`config.mk`:
```
export PLATFORM = sky130hd
export DESIGN_NAME = mem_arbiter_flat
export DESIGN_NICKNAME = d
export VERILOG_FILES = /design/src/rtl/mosby_mem_pkg.sv /design/src/rtl/mem_arbiter_if.sv /design/src/rtl/mem_arb_pick.sv /design/src/rtl/mem_arbiter.sv /design/src/flat_wrapper.sv
export SDC_FILE = /design/constraint.sdc
export NUM_CORES = 1
export LEC_CHECK = 0
export CORE_ASPECT_RATIO = 2
export CORE_MARGIN = 5
export CORE_UTILIZATION = 46
export CTS_BUF_LIST = sky130_fd_sc_hd__clkbuf_8
export CTS_CLUSTER_SIZE = 28
export DETAILED_ROUTE_END_ITERATION = 8
export PLACE_DENSITY = 0.78
export SLEW_MARGIN = 20
export SYNTH_ARGS = -nofsm -noshare
export SYNTH_HDL_FRONTEND = slang
export SYNTH_SLANG_ARGS = --single-unit
export TNS_END_PERCENT = 10
```
`constraint.sdc`:
```
create_clock -name clk -period 2.5 [get_ports clk]
set_input_delay 0.25 -clock clk [delete_from_list [all_inputs] [get_ports clk]]
set_output_delay 0.25 -clock clk [all_outputs]
set_load 0.01 [all_outputs]
```
`src/rtl/mosby_mem_pkg.sv`:
```
// Shared types and constants for the memory-port arbiter: FSM state codes,
// bus owner and the starvation limit for the fetch port.
package mosby_mem_pkg;

    localparam logic [1:0] ST_IDLE = 2'd0;
    localparam logic [1:0] ST_ACC0 = 2'd1;
    localparam logic [1:0] ST_ACC1 = 2'd2;
    localparam logic [1:0] ST_DONE = 2'd3;

    typedef enum logic {
        OWN_IF = 1'b0,
        OWN_EX = 1'b1
    } owner_t;

    localparam int STARVE_LIMIT = 3;
    localparam int STARVE_W     = $clog2(STARVE_LIMIT + 1);

endpackage

```
`src/rtl/mem_arbiter_if.sv`:
```
// Requester handshakes plus the byte-wide bus-access stage signals.
// master = arbiter side, slave = requesters / memory side.
interface mem_arbiter_if;
    logic        if_req;
    logic        if_gnt;
    logic        if_done;
    logic        ex_req;
    logic        ex_we;
    logic        ex_wide;
    logic [15:0] ex_addr;
    logic [15:0] ex_wdata;
    logic        ex_gnt;
    logic        ex_done;
    logic [15:0] ex_rdata;
    logic        mem_en;
    logic        mem_pc_sel;
    logic        mem_wr;
    logic [15:0] mem_addr;
    logic [7:0]  mem_wdata;
    logic [7:0]  mem_rdata;
    logic        busy;

    modport master (
        input  if_req, ex_req, ex_we, ex_wide, ex_addr, ex_wdata, mem_rdata,
        output if_gnt, if_done, ex_gnt, ex_done, ex_rdata,
               mem_en, mem_pc_sel, mem_wr, mem_addr, mem_wdata, busy
    );

    modport slave (
        output if_req, ex_req, ex_we, ex_wide, ex_addr, ex_wdata, mem_rdata,
        input  if_gnt, if_done, ex_gnt, ex_done, ex_rdata,
               mem_en, mem_pc_sel, mem_wr, mem_addr, mem_wdata, busy
    );
endinterface

```
`src/rtl/mem_arb_pick.sv`:
```
// Fixed-priority pick (execute over fetch) with a starvation guard that hands
// the bus to fetch after STARVE_LIMIT back-to-back execute grants.
module mem_arb_pick
    import mosby_mem_pkg::*;
(
    input  logic   clk,
    input  logic   rst,
    input  logic   if_req,
    input  logic   ex_req,
    input  logic   arb_en,
    output logic   any_req,
    output owner_t owner
);
    logic [STARVE_W-1:0] starve_reg;
    logic                starved;

    assign starved = (starve_reg == STARVE_W'(STARVE_LIMIT));
    assign any_req = if_req | ex_req;
    assign owner   = (if_req && (!ex_req || starved)) ? OWN_IF : OWN_EX;

    // Counts execute grants taken while fetch was waiting.
    always_ff @(posedge clk or posedge rst) begin
        if (rst) begin
            starve_reg <= '0;
        end else if (!if_req) begin
            starve_reg <= '0;
        end else if (arb_en && any_req) begin
            if (owner == OWN_IF) begin
                starve_reg <= '0;
            end else if (!starved) begin
                starve_reg <= starve_reg + 1'b1;
            end
        end
    end

endmodule

```
`src/rtl/mem_arbiter.sv`:
```
// Shares one byte-wide bus-access stage between instruction fetch and the
// execute unit; 16-bit execute accesses are split into two byte cycles.
module mem_arbiter
    import mosby_mem_pkg::*;
(
    input logic           clk,
    input logic           rst,
    mem_arbiter_if.master bus
);
    logic [1:0]  state_reg;
    owner_t      owner_reg;
    logic        we_reg;
    logic        wide_reg;
    logic [15:0] addr_reg;
    logic [7:0]  wdata_hi_reg;
    logic [7:0]  rdata_lo_reg;
    logic        if_gnt_reg, if_done_reg, ex_gnt_reg, ex_done_reg;
    logic [15:0] ex_rdata_reg;
    logic        mem_en_reg, mem_pc_sel_reg, mem_wr_reg, busy_reg;
    logic [15:0] mem_addr_reg;
    logic [7:0]  mem_wdata_reg;

    logic        any_req;
    owner_t      pick_owner;
    logic        grant_ex;

    mem_arb_pick u_pick (
        .clk     (clk),
        .rst     (rst),
        .if_req  (bus.if_req),
        .ex_req  (bus.ex_req),
        .arb_en  (state_reg == ST_IDLE),
        .any_req (any_req),
        .owner   (pick_owner)
    );

    assign grant_ex = (pick_owner == OWN_EX);

    always_ff @(posedge clk or posedge rst) begin
        if (rst) begin
            state_reg      <= ST_IDLE;
            owner_reg      <= OWN_IF;
            we_reg         <= 1'b0;
            wide_reg       <= 1'b0;
            addr_reg       <= '0;
            wdata_hi_reg   <= '0;
            rdata_lo_reg   <= '0;
            if_gnt_reg     <= 1'b0;
            if_done_reg    <= 1'b0;
            ex_gnt_reg     <= 1'b0;
            ex_done_reg    <= 1'b0;
            ex_rdata_reg   <= '0;
            mem_en_reg     <= 1'b0;
            mem_pc_sel_reg <= 1'b0;
            mem_wr_reg     <= 1'b0;
            busy_reg       <= 1'b0;
            mem_addr_reg   <= '0;
            mem_wdata_reg  <= '0;
        end else begin
            if_gnt_reg  <= 1'b0;
            ex_gnt_reg  <= 1'b0;
            if_done_reg <= 1'b0;
            ex_done_reg <= 1'b0;
            case (state_reg)
                ST_IDLE: begin
                    if (any_req) begin
                        // Fetch is always a narrow read from the PC.
                        state_reg      <= ST_ACC0;
                        busy_reg       <= 1'b1;
                        owner_reg      <= pick_owner;
                        we_reg         <= grant_ex & bus.ex_we;
                        wide_reg       <= grant_ex & bus.ex_wide;
                        addr_reg       <= bus.ex_addr;
                        wdata_hi_reg   <= bus.ex_wdata[15:8];
                        if_gnt_reg     <= ~grant_ex;
                        ex_gnt_reg     <= grant_ex;
                        mem_en_reg     <= 1'b1;
                        mem_pc_sel_reg <= ~grant_ex;
                        mem_wr_reg     <= grant_ex & bus.ex_we;
                        mem_addr_reg   <= bus.ex_addr;
                        mem_wdata_reg  <= bus.ex_wdata[7:0];
                    end
                end
                ST_ACC0: begin
                    if (!we_reg) begin
                        rdata_lo_reg <= bus.mem_rdata;
                    end
                    if (wide_reg) begin
                        state_reg     <= ST_ACC1;
                        mem_addr_reg  <= addr_reg + 16'd1;
                        mem_wdata_reg <= wdata_hi_reg;
                    end else begin
                        state_reg      <= ST_DONE;
                        mem_en_reg     <= 1'b0;
                        mem_pc_sel_reg <= 1'b0;
                        mem_wr_reg     <= 1'b0;
                        if_done_reg    <= (owner_reg == OWN_IF);
                        ex_done_reg    <= (owner_reg == OWN_EX);
                        if (!we_reg) begin
                            ex_rdata_reg <= {8'h00, bus.mem_rdata};
                        end
                    end
                end
                ST_ACC1: begin
                    // Only execute accesses reach here.
                    state_reg      <= ST_DONE;
                    mem_en_reg     <= 1'b0;
                    mem_pc_sel_reg <= 1'b0;
                    mem_wr_reg     <= 1'b0;
                    ex_done_reg    <= 1'b1;
                    if (!we_reg) begin
                        ex_rdata_reg <= {bus.mem_rdata, rdata_lo_reg};
                    end
                end
                default: begin
                    state_reg <= ST_IDLE;
                    busy_reg  <= 1'b0;
                end
            endcase
        end
    end

    assign bus.if_gnt     = if_gnt_reg;
    assign bus.if_done    = if_done_reg;
    assign bus.ex_gnt     = ex_gnt_reg;
    assign bus.ex_done    = ex_done_reg;
    assign bus.ex_rdata   = ex_rdata_reg;
    assign bus.mem_en     = mem_en_reg;
    assign bus.mem_pc_sel = mem_pc_sel_reg;
    assign bus.mem_wr     = mem_wr_reg;
    assign bus.mem_addr   = mem_addr_reg;
    assign bus.mem_wdata  = mem_wdata_reg;
    assign bus.busy       = busy_reg;

endmodule
```
`src/flat_wrapper.sv`:
```
// flat-port wrapper written by rule: the top's interface ports become plain ports
module mem_arbiter_flat import mosby_mem_pkg::*;
  (clk, rst, bus_if_req, bus_ex_req, bus_ex_we, bus_ex_wide, bus_ex_addr, bus_ex_wdata, bus_mem_rdata, bus_if_gnt, bus_if_done, bus_ex_gnt, bus_ex_done, bus_ex_rdata, bus_mem_en, bus_mem_pc_sel, bus_mem_wr, bus_mem_addr, bus_mem_wdata, bus_busy);
  mem_arbiter_if bus_i ();
  input logic clk;
  input logic rst;
  input wire logic [$bits(bus_i.if_req)-1:0] bus_if_req;
  input wire logic [$bits(bus_i.ex_req)-1:0] bus_ex_req;
  input wire logic [$bits(bus_i.ex_we)-1:0] bus_ex_we;
  input wire logic [$bits(bus_i.ex_wide)-1:0] bus_ex_wide;
  input wire logic [$bits(bus_i.ex_addr)-1:0] bus_ex_addr;
  input wire logic [$bits(bus_i.ex_wdata)-1:0] bus_ex_wdata;
  input wire logic [$bits(bus_i.mem_rdata)-1:0] bus_mem_rdata;
  output wire logic [$bits(bus_i.if_gnt)-1:0] bus_if_gnt;
  output wire logic [$bits(bus_i.if_done)-1:0] bus_if_done;
  output wire logic [$bits(bus_i.ex_gnt)-1:0] bus_ex_gnt;
  output wire logic [$bits(bus_i.ex_done)-1:0] bus_ex_done;
  output wire logic [$bits(bus_i.ex_rdata)-1:0] bus_ex_rdata;
  output wire logic [$bits(bus_i.mem_en)-1:0] bus_mem_en;
  output wire logic [$bits(bus_i.mem_pc_sel)-1:0] bus_mem_pc_sel;
  output wire logic [$bits(bus_i.mem_wr)-1:0] bus_mem_wr;
  output wire logic [$bits(bus_i.mem_addr)-1:0] bus_mem_addr;
  output wire logic [$bits(bus_i.mem_wdata)-1:0] bus_mem_wdata;
  output wire logic [$bits(bus_i.busy)-1:0] bus_busy;
  assign bus_i.if_req = bus_if_req;
  assign bus_i.ex_req = bus_ex_req;
  assign bus_i.ex_we = bus_ex_we;
  assign bus_i.ex_wide = bus_ex_wide;
  assign bus_i.ex_addr = bus_ex_addr;
  assign bus_i.ex_wdata = bus_ex_wdata;
  assign bus_i.mem_rdata = bus_mem_rdata;
  assign bus_if_gnt = bus_i.if_gnt;
  assign bus_if_done = bus_i.if_done;
  assign bus_ex_gnt = bus_i.ex_gnt;
  assign bus_ex_done = bus_i.ex_done;
  assign bus_ex_rdata = bus_i.ex_rdata;
  assign bus_mem_en = bus_i.mem_en;
  assign bus_mem_pc_sel = bus_i.mem_pc_sel;
  assign bus_mem_wr = bus_i.mem_wr;
  assign bus_mem_addr = bus_i.mem_addr;
  assign bus_mem_wdata = bus_i.mem_wdata;
  assign bus_busy = bus_i.busy;
  mem_arbiter u_core (.clk(clk), .rst(rst), .bus(bus_i));
endmodule
```
==> impl_metrics.csv, run 1 <==
group,metric,value,unit
cts,clock-sinks,87,
grt,antenna_found_initial,0,
finish,mostFrequentLayoutCell,"clkdlybuf4s50_1",
yosys,syn_inst,360,
setup_path,crit_chain,"inv_1 > ha_1 > inv_1 > o211ai_4 > buf_4 > o21ai_0",
power_and_ir_drop,power_density,1300,mW/mm²
timing,fmax,0.481,GHz
placement,place_area,0.00502,mm²
timing,slew_headroom,68.1,%
detailed_routing,num_vias,2925,
die,die_h,141,µm
setup_path,cp_top_family,"buffers and inverters",
cts,cts_resized,0,
min_path,hp-class,"input port to asynchronous set/reset pin",
power_and_ir_drop,peakVddDrop,695,µV
detailed_routing,via_per_inst,5.21,
detailed_routing,drc,0,
grt,grt-ovfl-total,0,
finish,areaGrowthSynthToFinish,32.1,%
cts,cts_made_buffers,9,
timing,fin_hold_ws,0.256,ns
timing,tns,0,ns
grt,grt_pass1_vias,3023,
cts,worstSkewPairLatency,0.36,ns
setup_path,cp.arrival,2.31,ns
cts,path_clk_slew,0.09,ns
yosys,synth-seq-cells,87,
timing,rsz0062_at_grt,"no",
cts,cts-root-buf,"clkbuf_8",
detailed_routing,drt_iter0_drc,83,
flow_run,maxCapViolations,0,
detailed_routing,wire_per_inst,15.6,µm
placement,gp_congestion,0.829,
placement,pre_cts_ws,0.366,ns
placement,io_buffer_count,93,
power_and_ir_drop,leakage,2.22,nW
timing,finalHoldViolCount,0,
yosys,avgSynthCellArea,11.0,µm²
setup_path,end_kind,"register",
die,fp.dieW,75.5,µm
yosys,synth_edf_count,0,
yosys,syn_area,0.00395,mm²
placement,hpwl,6.65,mm
yosys,yosysSeqAreaShare,55.1,%
timing,drv_slew,0,
run_status,status,"finished, final reports clean",
setup_path,crit_top_cell,"inv_1",
setup_path,path_max_fanout,25,
grt,grt_usage,17.8,%
detailed_routing,routed_wl,8.75,mm
grt,grt_first_pass_wirelength,14.3,mm
detailed_routing,antenna_left,0,
die,coreArea,0.00853,mm²
finish,final_cell_area,0.00522,mm²
finish,nets,508,
die,die_area,0.0106,mm²
yosys,ys_types,37,
timing,worstMarginPinSlew,0.478,ns
setup_path,crit_type,"register to register",
finish,num_antenna_cells,0,
timing,finalCritPeriodShare,83.2,%
cts,cts_tree,"built",
yosys,syn_nets,412,
detailed_routing,drt_first_pass_iters,4,
yosys,yosysWarningCount,0,
yosys,async_flop_share,100,%
finish,drive_gt1_share,15.6,%
timing,skew,0.0114,ns
cts,hold_buffers,0,
setup_path,worst_ep_required_time,2.73,ns
die,row_count,48,
die,io_pins,94,
grt,grt_max_degree,41,
timing,min_period,2.08,ns
timing,timing.final.ws_setup,0.419,ns
die,floorplan.initialDensity,46.3,%
cts,cts_buffer_depth,2,
cts,post-cts-setup-buffers,0,
timing,setup_viol,0,
cts,htree_levels,3,
setup_path,cpMaxStageDelayCell,"o211ai_4",
finish,layout_common_cells,"93 x clkdlybuf4s50_1, 87 x dfrtp_1, 60 x nand2_1",
setup_path,crit_path_start_kind,"register",
setup_path,crit_path_max_incr_delay,0.44,ns
setup_path,crit_buf_inv,3,
yosys,synth_ff_type,"dfrtp_1",
stage by stage:
step / std cells / power, W / util (%)
2_1_floorplan: 360 / 0.00461 / -
3_3_place_gp: 545 / 0.00576 / 58.8
3_5_place_dp: 545 / 0.00590 / 58.8
4_1_cts: 561 / 0.00688 / 61.2
5_1_grt: 561 / 0.00734 / 61.2
6_report: 561 / 0.00679 / 61.2
metal layers:
metal / up-vias / part of all wire, % / wire, µm / track usage (%)
met5: - / 0 / 0 / 0
met4: 0 / 2.3 / 205 / 7.47
met3: 16 / 5.1 / 447 / 4.85
met2: 69 / 56 / 4920 / 31.1
met1: 1414 / 36 / 3180 / 19.5
li1: 1426 / - / - / -
kinds of logic (layout without fill, tap and decap cells):
| group | after synthesis | count (layout) | synth area share, % |
|---|---|---|---|
| AND/OR/NAND/NOR | 105 | 105 | 12.5 |
| flip-flops | 87 | 87 | 55.1 |
| buffers and inverters | 26 | 127 | 3.07 |
| AO/OA/AOI/OAI | 69 | 69 | 9.82 |
| adder cells (fa/ha/maj) | 6 | 6 | 1.90 |
| XOR/XNOR | 14 | 14 | 3.11 |
| multiplexers | 53 | 53 | 14.4 |
power breakdown:
part           switching (W)  leakage, nW  total (W)  internal, W
Combinational        0.00163         1.05    0.00328      0.00164
Clock               0.000482       0.0981   0.000966     0.000483
Sequential          0.000467         1.07    0.00255      0.00209
Yosys cell counts (2+ instances only):
library cell,number,area (µm²)
dfrtp_1,87,2180
nand2_1,60,225
o21ai_0,43,215
mux2_2,32,360
mux2i_1,21,210
nor2_1,14,52.6
a21oi_1,13,65.1
inv_1,8,30.0
buf_2,7,35.0
nor3b_1,7,52.6
xnor2_1,7,61.3
xor2_1,7,61.3
clkbuf_1,6,22.5
ha_1,6,75.1
nand3_1,5,25.0
buf_4,4,30.0
nand2b_1,3,18.8
or2_2,3,18.8
a21o_1,2,15.0
nand4_2,2,25.0
nor2b_1,2,12.5
nor3_1,2,10.0
nor4_1,2,12.5
o21ai_1,2,10.0
o21ai_2,2,17.5
o31ai_1,2,15.0
final cells by class:
cell class | instances | area [µm²]
repair buffers | 103 | 1020
clock inverters | 6 | 60.1
inverters | 8 | 33.8
fillers | 753 | 3310
well taps | 100 | 125
flip-flops and latches | 87 | 2180
clock buffers | 10 | 138
multi-input cells | 247 | 1660
worst paths after layout:
| check | startpoint | endpoint | slack, ns | cells after the start |
|---|---|---|---|---|
| max | u_core.state_reg[0]$_DFFE_PP0P_ | u_core.bus.mem_wdata[5]$_DFFE_PP0P_ | 0.42 | 6 |
| min | rst | u_core.wdata_hi_reg[0]$_DFFE_PP0P_ | 0.26 | 2 |
| max reg2reg | u_core.state_reg[0]$_DFFE_PP0P_ | u_core.bus.mem_wdata[5]$_DFFE_PP0P_ | 0.42 | 6 |
| min reg2reg | u_core.owner_reg$_DFFE_PP0P_ | u_core.bus.if_done$_DFF_PP0_ | 0.46 | 1 |
| max in group asynchronous | rst | u_core.bus.ex_rdata[1]$_DFFE_PP0P_ | 1.63 | 3 |
| min in group clk | u_core.owner_reg$_DFFE_PP0P_ | u_core.bus.if_done$_DFF_PP0_ | 0.46 | 1 |
No activity file was read; power rests on OpenSTA's default activity.
==> inputs of run 2 (changes only) <==
Clock period 2.5 ns to 1.7 ns, I/O delays scaled along.
==> run 2 against run 1 <==
  * The flow now finishes with violations (setup timing)
  * Register-to-register slack worse by 0.43 ns
  * Highest routed layer unchanged
  * Via count is 3.1% higher
  * Sequential share of layout area is 2.3 points lower
  * Routed wire length is 4.7% higher
  * Sequential power is 47% higher
  * Clock power is 44% higher
  * Critical path depth is 2 higher
  * Setup slack worse by 0.43 ns
  * Sequential cell count stayed put
  * Power is 64% higher
  * Non-clock buffer count is 20 higher
  * Core utilization is 3.6 points higher
  * Critical path type unchanged
==> impl_metrics.csv, run 2 (synthesized netlist as in run 1, its figures left out) <==
group,metric,value,unit
detailed_routing,wire_per_inst,15.8,µm
timing,min_period,1.71,ns
placement,io_buffer_count,93,
placement,hpwl,6.53,mm
timing,fmax,0.586,GHz
finish,mostFrequentLayoutCell,"clkdlybuf4s50_1",
setup_path,cpMaxStageDelayCell,"dfrtp_1",
timing,timing.final.ws_setup,-0.00780,ns
detailed_routing,drt_iter0_drc,112,
flow_run,maxCapViolations,0,
grt,grt_max_degree,88,
die,fp.dieW,75.5,µm
die,die_area,0.0106,mm²
die,floorplan.initialDensity,46.3,%
timing,worstMarginPinSlew,0.457,ns
cts,hold_buffers,0,
setup_path,cp_top_family,"buffers and inverters",
cts,path_clk_slew,0.08,ns
timing,setup_viol,1,
timing,finalHoldViolCount,0,
grt,antenna_found_initial,0,
setup_path,path_max_fanout,12,
setup_path,cp.arrival,1.94,ns
timing,rsz0062_at_grt,"yes",
die,io_pins,94,
setup_path,crit_path_start_kind,"register",
detailed_routing,num_vias,3016,
die,row_count,48,
cts,worstSkewPairLatency,0.36,ns
grt,grt-ovfl-total,0,
timing,fin_hold_ws,0.303,ns
detailed_routing,antenna_left,0,
setup_path,end_kind,"register",
finish,drive_gt1_share,20.2,%
finish,finalCoreUtilization,64.8,%
die,coreArea,0.00853,mm²
power_and_ir_drop,power,0.0111,W
finish,num_antenna_cells,0,
power_and_ir_drop,leakage,2.36,nW
cts,cts_buffer_depth,2,
die,die_h,141,µm
setup_path,crit_type,"register to register",
cts,clock-sinks,87,
timing,drv_slew,0,
finish,fin_cells,581,
finish,layout_common_cells,"93 x clkdlybuf4s50_1, 87 x dfrtp_1, 60 x nand2_1",
setup_path,worst_ep_required_time,1.93,ns
placement,gp_congestion,0.778,
placement,place_inst,559,
timing,skew,0.00878,ns
setup_path,crit_path_max_incr_delay,0.46,ns
detailed_routing,via_per_inst,5.19,
grt,grt_usage,17.9,%
detailed_routing,drt_first_pass_iters,4,
power_and_ir_drop,power_density,2010,mW/mm²
run_status,status,"finished with violations",
cts,cts_made_buffers,9,
power_and_ir_drop,peakVddDrop,1100,µV
setup_path,crit_chain,"inv_2 > ha_4 > or2_4 > o211ai_4 > buf_4 > clkbuf_16 > clkbuf_16 > o21ai_0",
run_status,violations,"setup timing",
finish,nets,528,
finish,areaGrowthSynthToFinish,39.9,%
finish,fillers,684,
grt,grt_pass1_vias,3054,
grt,grt_first_pass_wirelength,14.5,mm
timing,slew_headroom,69.5,%
detailed_routing,drc,0,
timing,finalCritPeriodShare,100,%
detailed_routing,routed_wl,9.17,mm
cts,cts-root-buf,"clkbuf_8",
cts,htree_levels,3,
setup_path,crit_buf_inv,4,
setup_path,crit_top_cell,"clkbuf_16",
min_path,hp-class,"input port to asynchronous set/reset pin",
cts,cts_tree,"built",
-- run 2: changes by cell type in the layout (fill, tap and decap cells not counted), sizes merged --
cell / before / now
buf: 10 / 28
bufinv: 1 / 0
clkbuf: 10 / 15
clkinv: 3 / 1
clkinvlp: 3 / 2
inv: 7 / 8
-- run 2: timing repair --
item / CTS / global route
setup buffers: 0 / 3
setup endpoints to repair: 10 / 42
cloned: 1 / 2
gates resized for setup: 2 / 17
hold endpoints to repair: 0 / 0
pin swaps: 0 / 2
-- run 2: path summary, 6_finish.rpt --
path / start / end / slack (ns) / cells past startpoint
max in group asynchronous: rst / u_core.bus.mem_addr[10]$_DFFE_PP0P_ / 1.06 / 3
setup / recovery: u_core.state_reg[0]$_DFFE_PP0P_ / u_core.bus.mem_wdata[6]$_DFFE_PP0P_ / -0.008 / 8
min in group clk: bus_ex_we / u_core.bus.mem_wr$_DFFE_PP0P_ / 0.39 / 3
setup reg to reg: u_core.state_reg[0]$_DFFE_PP0P_ / u_core.bus.mem_wdata[6]$_DFFE_PP0P_ / -0.008 / 8
hold reg to reg: u_core.owner_reg$_DFFE_PP0P_ / u_core.bus.if_done$_DFF_PP0_ / 0.46 / 1
hold / removal: rst / u_core.rdata_lo_reg[0]$_DFFE_PP0P_ / 0.30 / 3
-- run 2: per-layer routing --
| layer | track usage (%) | wire [µm] | part of all wire, % | up-vias |
|---|---|---|---|---|
| met4 | 6.73 | 185 | 2.0 | 0 |
| li1 | - | - | - | 1462 |
| met2 | 30.5 | 5150 | 56 | 79 |
| met5 | 0 | 0 | 0 | - |
| met1 | 20.9 | 3420 | 37 | 1462 |
| met3 | 4.64 | 411 | 4.5 | 13 |
-- run 2: metrics by stage --
step           setup slack (ns)  area, µm²  setup TNS [ns]
3_5_place_dp            -0.0194       5170          -0.194
5_1_grt                 -0.0594       5520          -0.502
2_1_floorplan           0.00752       3950               0
6_report               -0.00780       5520        -0.00780
3_3_place_gp             0.0148       5170               0
4_1_cts                -0.00236       5400        -0.00236
-- run 2: worst reg2reg max path, cell delays in order, from the launching register on --
cell and delay (ns):
dfrtp_1 0.46, inv_2 0.09, ha_4 0.18, or2_4 0.24
o211ai_4 0.07, buf_4 0.15, clkbuf_16 0.14, clkbuf_16 0.15
o21ai_0 0.10
-- run 2: final cells by class --
cell class | count | area (µm²) | area share [%]
Timing Repair Buffer | 123 | 1290 | 23.3
Sequential cell | 87 | 2180 | 39.4
Inverter | 8 | 33.8 | 0.612
Clock inverter | 3 | 16.3 | 0.295
Multi-Input combinational cell | 247 | 1700 | 30.8
Clock buffer | 13 | 179 | 3.24
Tap cell | 100 | 125 | 2.27
-- run 2: power by group --
part / switching, W / internal (W)
logic: 0.00270 / 0.00328
clock network: 0.000703 / 0.000684
registers: 0.000686 / 0.00307
==> inputs of run 3 (changes only) <==
Settings changed: SKIP_CTS_REPAIR_TIMING set to 1.
==> run 3 against run 2 <==
  * The flow now finishes without violations
  * Non-clock buffer count down 2
  * Core utilization fell by 0.72 points
  * Power shrank 2.0%
  * Sequential share of layout area is 0.44 points higher
  * Combinational power down 3.7%
  * Maximum frequency rose by 1.3%
  * Hold slack lost 0.0039 ns
  * Clock skew is 0.00081 ns lower
  * Global-route usage barely moved
  * Sequential cell count unchanged
  * Final cell count down 0.34%
  * Routed wire length down 1.7%
  * Highest routed layer unchanged
==> impl_metrics.csv, run 3 (synthesized netlist as in run 1, its figures left out) <==
group,metric,value,unit
timing,drv_slew,0,
detailed_routing,routed_wl,9.01,mm
timing,finalHoldViolCount,0,
cts,path_clk_slew,0.08,ns
setup_path,r2r_slack,0.01,ns
die,row_count,48,
placement,io_buffer_count,93,
setup_path,crit_type,"register to register",
detailed_routing,drt_first_pass_iters,4,
timing,rsz0062_at_grt,"yes",
timing,slew_headroom,68.8,%
cts,cts_tree,"built",
setup_path,end_kind,"register",
finish,num_antenna_cells,0,
die,fp.dieW,75.5,µm
finish,mostFrequentLayoutCell,"clkdlybuf4s50_1",
detailed_routing,wire_per_inst,15.6,µm
cts,worstSkewPairLatency,0.36,ns
timing,worstMarginPinSlew,0.467,ns
die,die_h,141,µm
setup_path,r2r_start,"u_core.state_reg[0]$_DFFE_PP0P_",
setup_path,crit_path_start_kind,"register",
grt,grt_max_degree,88,
detailed_routing,via_per_inst,5.16,
detailed_routing,wl_met3,439,µm
flow_run,maxCapViolations,0,
grt,grt-ovfl-total,0,
finish,fillers,705,
setup_path,r2r_end,"u_core.bus.mem_addr[6]$_DFFE_PP0P_",
timing,setup_viol,0,
timing,min_period,1.69,ns
placement,hpwl,6.53,mm
die,io_pins,94,
finish,drive_gt1_share,19.6,%
finish,areaGrowthSynthToFinish,38.3,%
die,floorplan.initialDensity,46.3,%
setup_path,worst_ep_required_time,1.94,ns
setup_path,cp-startpoint,"u_core.state_reg[0]$_DFFE_PP0P_",
cts,cts_buffer_depth,2,
grt,grt_usage,17.9,%
cts,cts-root-buf,"clkbuf_8",
detailed_routing,num_vias,2985,
placement,place_area,0.00517,mm²
grt,grt_pass1_vias,3053,
detailed_routing,highest_layer,"met4",
finish,layout_common_cells,"93 x clkdlybuf4s50_1, 87 x dfrtp_1, 60 x nand2_1",
grt,grt_first_pass_wirelength,14.5,mm
timing,tns,0,ns
setup_path,cp.arrival,1.92,ns
detailed_routing,drt_iter0_drc,119,
finish,seq_area,0.00218,mm²
setup_path,path_max_fanout,8,
die,die_area,0.0106,mm²
power_and_ir_drop,leakage,2.34,nW
detailed_routing,met2_length,5.07,mm
die,coreArea,0.00853,mm²
power_and_ir_drop,peakVddDrop,1060,µV
cts,cts_made_buffers,9,
run_status,status,"finished, final reports clean",
min_path,hp-class,"input port to asynchronous set/reset pin",
finish,final_cell_area,0.00546,mm²
detailed_routing,antenna_left,0,
cts,clock-sinks,87,
power_and_ir_drop,power_density,2000,mW/mm²
timing,fmax,0.593,GHz
finish,nets,526,
detailed_routing,m1WireLength,3.34,mm
timing,skew,0.00797,ns
placement,gp_congestion,0.778,
setup_path,r2r_cells,8,
detailed_routing,drc,0,
grt,antenna_found_initial,0,
finish,multi_input_area,0.00168,mm²
cts,htree_levels,3,
timing,finalCritPeriodShare,99.2,%
setup_path,setup.worst_path.end,"u_core.bus.mem_addr[6]$_DFFE_PP0P_",
==> run 3: changes by cell type in the layout (fill, tap and decap cells not counted), sizes merged <==
cell  delta
buf      -2
==> run 3: worst max-delay path, stage by stage (launching register included) <==
cell	delay, ns
dfrtp_1	0.39
inv_1	0.08
ha_2	0.22
or2_2	0.33
o211ai_4	0.11
buf_12	0.17
nor3b_1	0.05
a21oi_1	0.12
o21ai_0	0.10
==> run 3: worst min-delay path by stage <==
stage                                  from                                  to  slack (ns)  depth (start not counted)
6_report                                rst  u_core.bus.ex_rdata[2]$_DFFE_PP0P_        0.30                          3
4_1_cts                                 rst  u_core.bus.ex_rdata[8]$_DFFE_PP0P_        0.29                          3
2_1_floorplan                    bus_if_req         u_core.bus.ex_gnt$_DFF_PP0_        0.28                          1
3_5_place_dp   u_core.owner_reg$_DFFE_PP0P_        u_core.bus.if_done$_DFF_PP0_        0.44                          1
5_1_grt                                 rst  u_core.rdata_lo_reg[0]$_DFFE_PP0P_        0.36                          3
3_3_place_gp   u_core.owner_reg$_DFFE_PP0P_        u_core.bus.if_done$_DFF_PP0_        0.44                          1
==> run 3: power breakdown <==
group / internal, W / total [W] / switching (W)
clock network: 0.000684 / 0.00139 / 0.000711
logic: 0.00314 / 0.00576 / 0.00262
registers: 0.00307 / 0.00374 / 0.000677
==> run 3: stage by stage <==
| step | utilization (%) | hold slack, ns | power, W | std cells | setup WS [ns] |
|---|---|---|---|---|---|
| final | 64.0 | 0.299 | 0.0109 | 579 | 0.0139 |
| after detailed placement | 60.7 | 0.443 | 0.00918 | 559 | -0.0194 |
| after CTS | 62.9 | 0.293 | 0.0106 | 575 | -0.0217 |
| after floorplan | - | 0.283 | 0.00677 | 360 | 0.00752 |
| after global placement | 60.7 | 0.444 | 0.00895 | 559 | 0.0148 |
| after global routing | 64.0 | 0.355 | 0.0117 | 579 | -0.0609 |
==> run 3: area by class of cell <==
type / count / area share, %
sequential: 87 / 39.9
multi-input combinational: 247 / 30.8
timing repair buffer: 121 / 22.8
clock buffer: 13 / 3.28
tap: 100 / 2.29
inverter: 8 / 0.619
clock inverter: 3 / 0.298
==> run 3: per-layer routing <==
layer  vias up  GRT usage [%]
met5         -              0
met4         0           6.36
met3        11           4.64
met2        84           30.6
met1      1437           20.9
li1       1453              -
==> RTL edit, RTL diff (flow settings as in run 2) <==
Set the package constant `STARVE_LIMIT` to 2 (it was 3).
--- a/src/rtl/mosby_mem_pkg.sv
+++ b/src/rtl/mosby_mem_pkg.sv
@@ -12,7 +12,7 @@
         OWN_EX = 1'b1
     } owner_t;
 
-    localparam int STARVE_LIMIT = 3;
+    localparam int STARVE_LIMIT = 2;
     localparam int STARVE_W     = $clog2(STARVE_LIMIT + 1);
 
 endpackage
Check against the original RTL: not equivalent (a bounded check fails within 10 cycles, from zero or initial values and one cycle with rst high).
==> RTL edit against run 2 <==
Wire length increased by 2.2%; clock skew about the same; total power decreased by 1.6%; largest power group unchanged; sequential cell count unchanged; cell area increased by 1.0%; worst setup slack improved by 71 ps; combinational power decreased by 2%; synthesized area increased by 0.92%.
==> RTL edit: results (changes against run 2) <==
Status
  – Outcome: complete, no violations

Detailed routing
  – DRT iter0 DRCs: 100 (-11%)
  – Total Wirelength: 9.36 mm (+2.2%)

Finish
  – Proportion of cell area spent on the clock network: 0.0328 (-0.00259)
  – Area of combinational cells with multiple inputs: 1740 um2 (+2.2%)
  – Number of non-filler instances in the completed layout: 586 (+0.86%)
  – Non-clock inverter instance count of the final layout: 12 (+4)
  – Comb_multi_in: 245 (-0.81%)
  – Non-CTS buffers: 128 (+4.1%)
  – Count of nets after finishing: 535 (+1.3%)
  – Post-route core utilization: 0.654 (+0.00645)
  – Sequential cell area share: 0.391 (-0.00367)
  – Area growth syn-to-layout: 40.0% (about the same)
  – Non-clock buffers, area share: 0.234 (about the same)
  – Share of the final layout cell area in multi-input gates: 0.312 (+0.00369)

Yosys
  – Net count after synthesis: 415 (+0.73%)
  – Parity-gate share of the synthesized area counting xor and xnor cells: 0.0286 (-0.00248)
  – Synthesized-area fraction occupied by ao, oa, aoi and oai cells: 0.101 (+0.00256)
  – Share of synthesized cell area in full adder, half adder and majority cells: 0.0188 (-0.000173)
  – Count of different cell masters after synthesis: 43 (+16%)
  – Commonest cells post-synth: dfrtp_1 (87), nand2_1 (61), o21ai_0 (42), mux2_2 (31), mux2i_1 (21)
  – Multiplexer share of the synthesized area: 0.140 (-0.00414)
  – Number of instances in the synthesized netlist: 363 (+0.83%)

Pwr
  – Max VDD drop: 1.41 mV (+28%)
  – Clock network power: 0.00134 W (-4%)
  – Static power due to leakage: 2.39 nW (+1.0%)

CTS
  – Number of setup buffers added after CTS: 3 (+3)

STA
  – Minimum setup slack in the final design: 63.5 ps (+71.3 ps)
  – Layout Skew: 9.23 ps (+0.447 ps)
  – Normalized max-slew margin: 0.644 (-0.0507)

GRT
  – Overall routing resource usage: 0.184 (+0.00534)
  – Largest net degree at the start of global routing: 34 (-61%)
  – Via count of the first global-routing pass: 3146 (+3.0%)

Critical path
  – Data arrival time of the critical path: 1870 ps (-70 ps)
  – Worst reg2reg startpoint: u_core.state_reg[1]
  – Worst flop-to-flop path endpoint: u_core.bus.mem_addr[6]
  – Register-to-Register Path Depth: 9 (+1)

Placement
  – Detail Placement HPWL: 6.78 mm (+3.8%)
## RTL edit: cell types whose count changed in the layout (fill, tap and decap cells not counted), sizes merged, moves of 2 or more
cell	before	now
and2	0	2
nand3	6	8
buf	28	34
inv	8	12
a21oi	13	10
nor2b	2	0
## RTL edit: cell families after synthesis
family                     after synthesis
DFF                                     87
adders and majority gates                6
AOI/OAI and AO/OA                       70
xor gates and xnor gates                13
buffers and inverters                   31
muxes                                   52
and+or+nand+nor                        104
## RTL edit: worst reg2reg max path: stages, from the launching register on
cell and delay [ps]:
dfrtp_1 390, inv_2 120, ha_4 190, or2_4 130, o211ai_4 70, buf_12 150, clkbuf_16 150, buf_4 130
a21oi_1 120, o21ai_1 70
## RTL edit: routing by layer
layer | vias up | GRT usage | part of all wire
met5 | - | 0 | 0
met4 | 0 | 0.0747 | 0.020
met3 | 15 | 0.0433 | 0.060
met2 | 83 | 0.330 | 0.55
met1 | 1446 | 0.199 | 0.37
li1 | 1483 | - | -
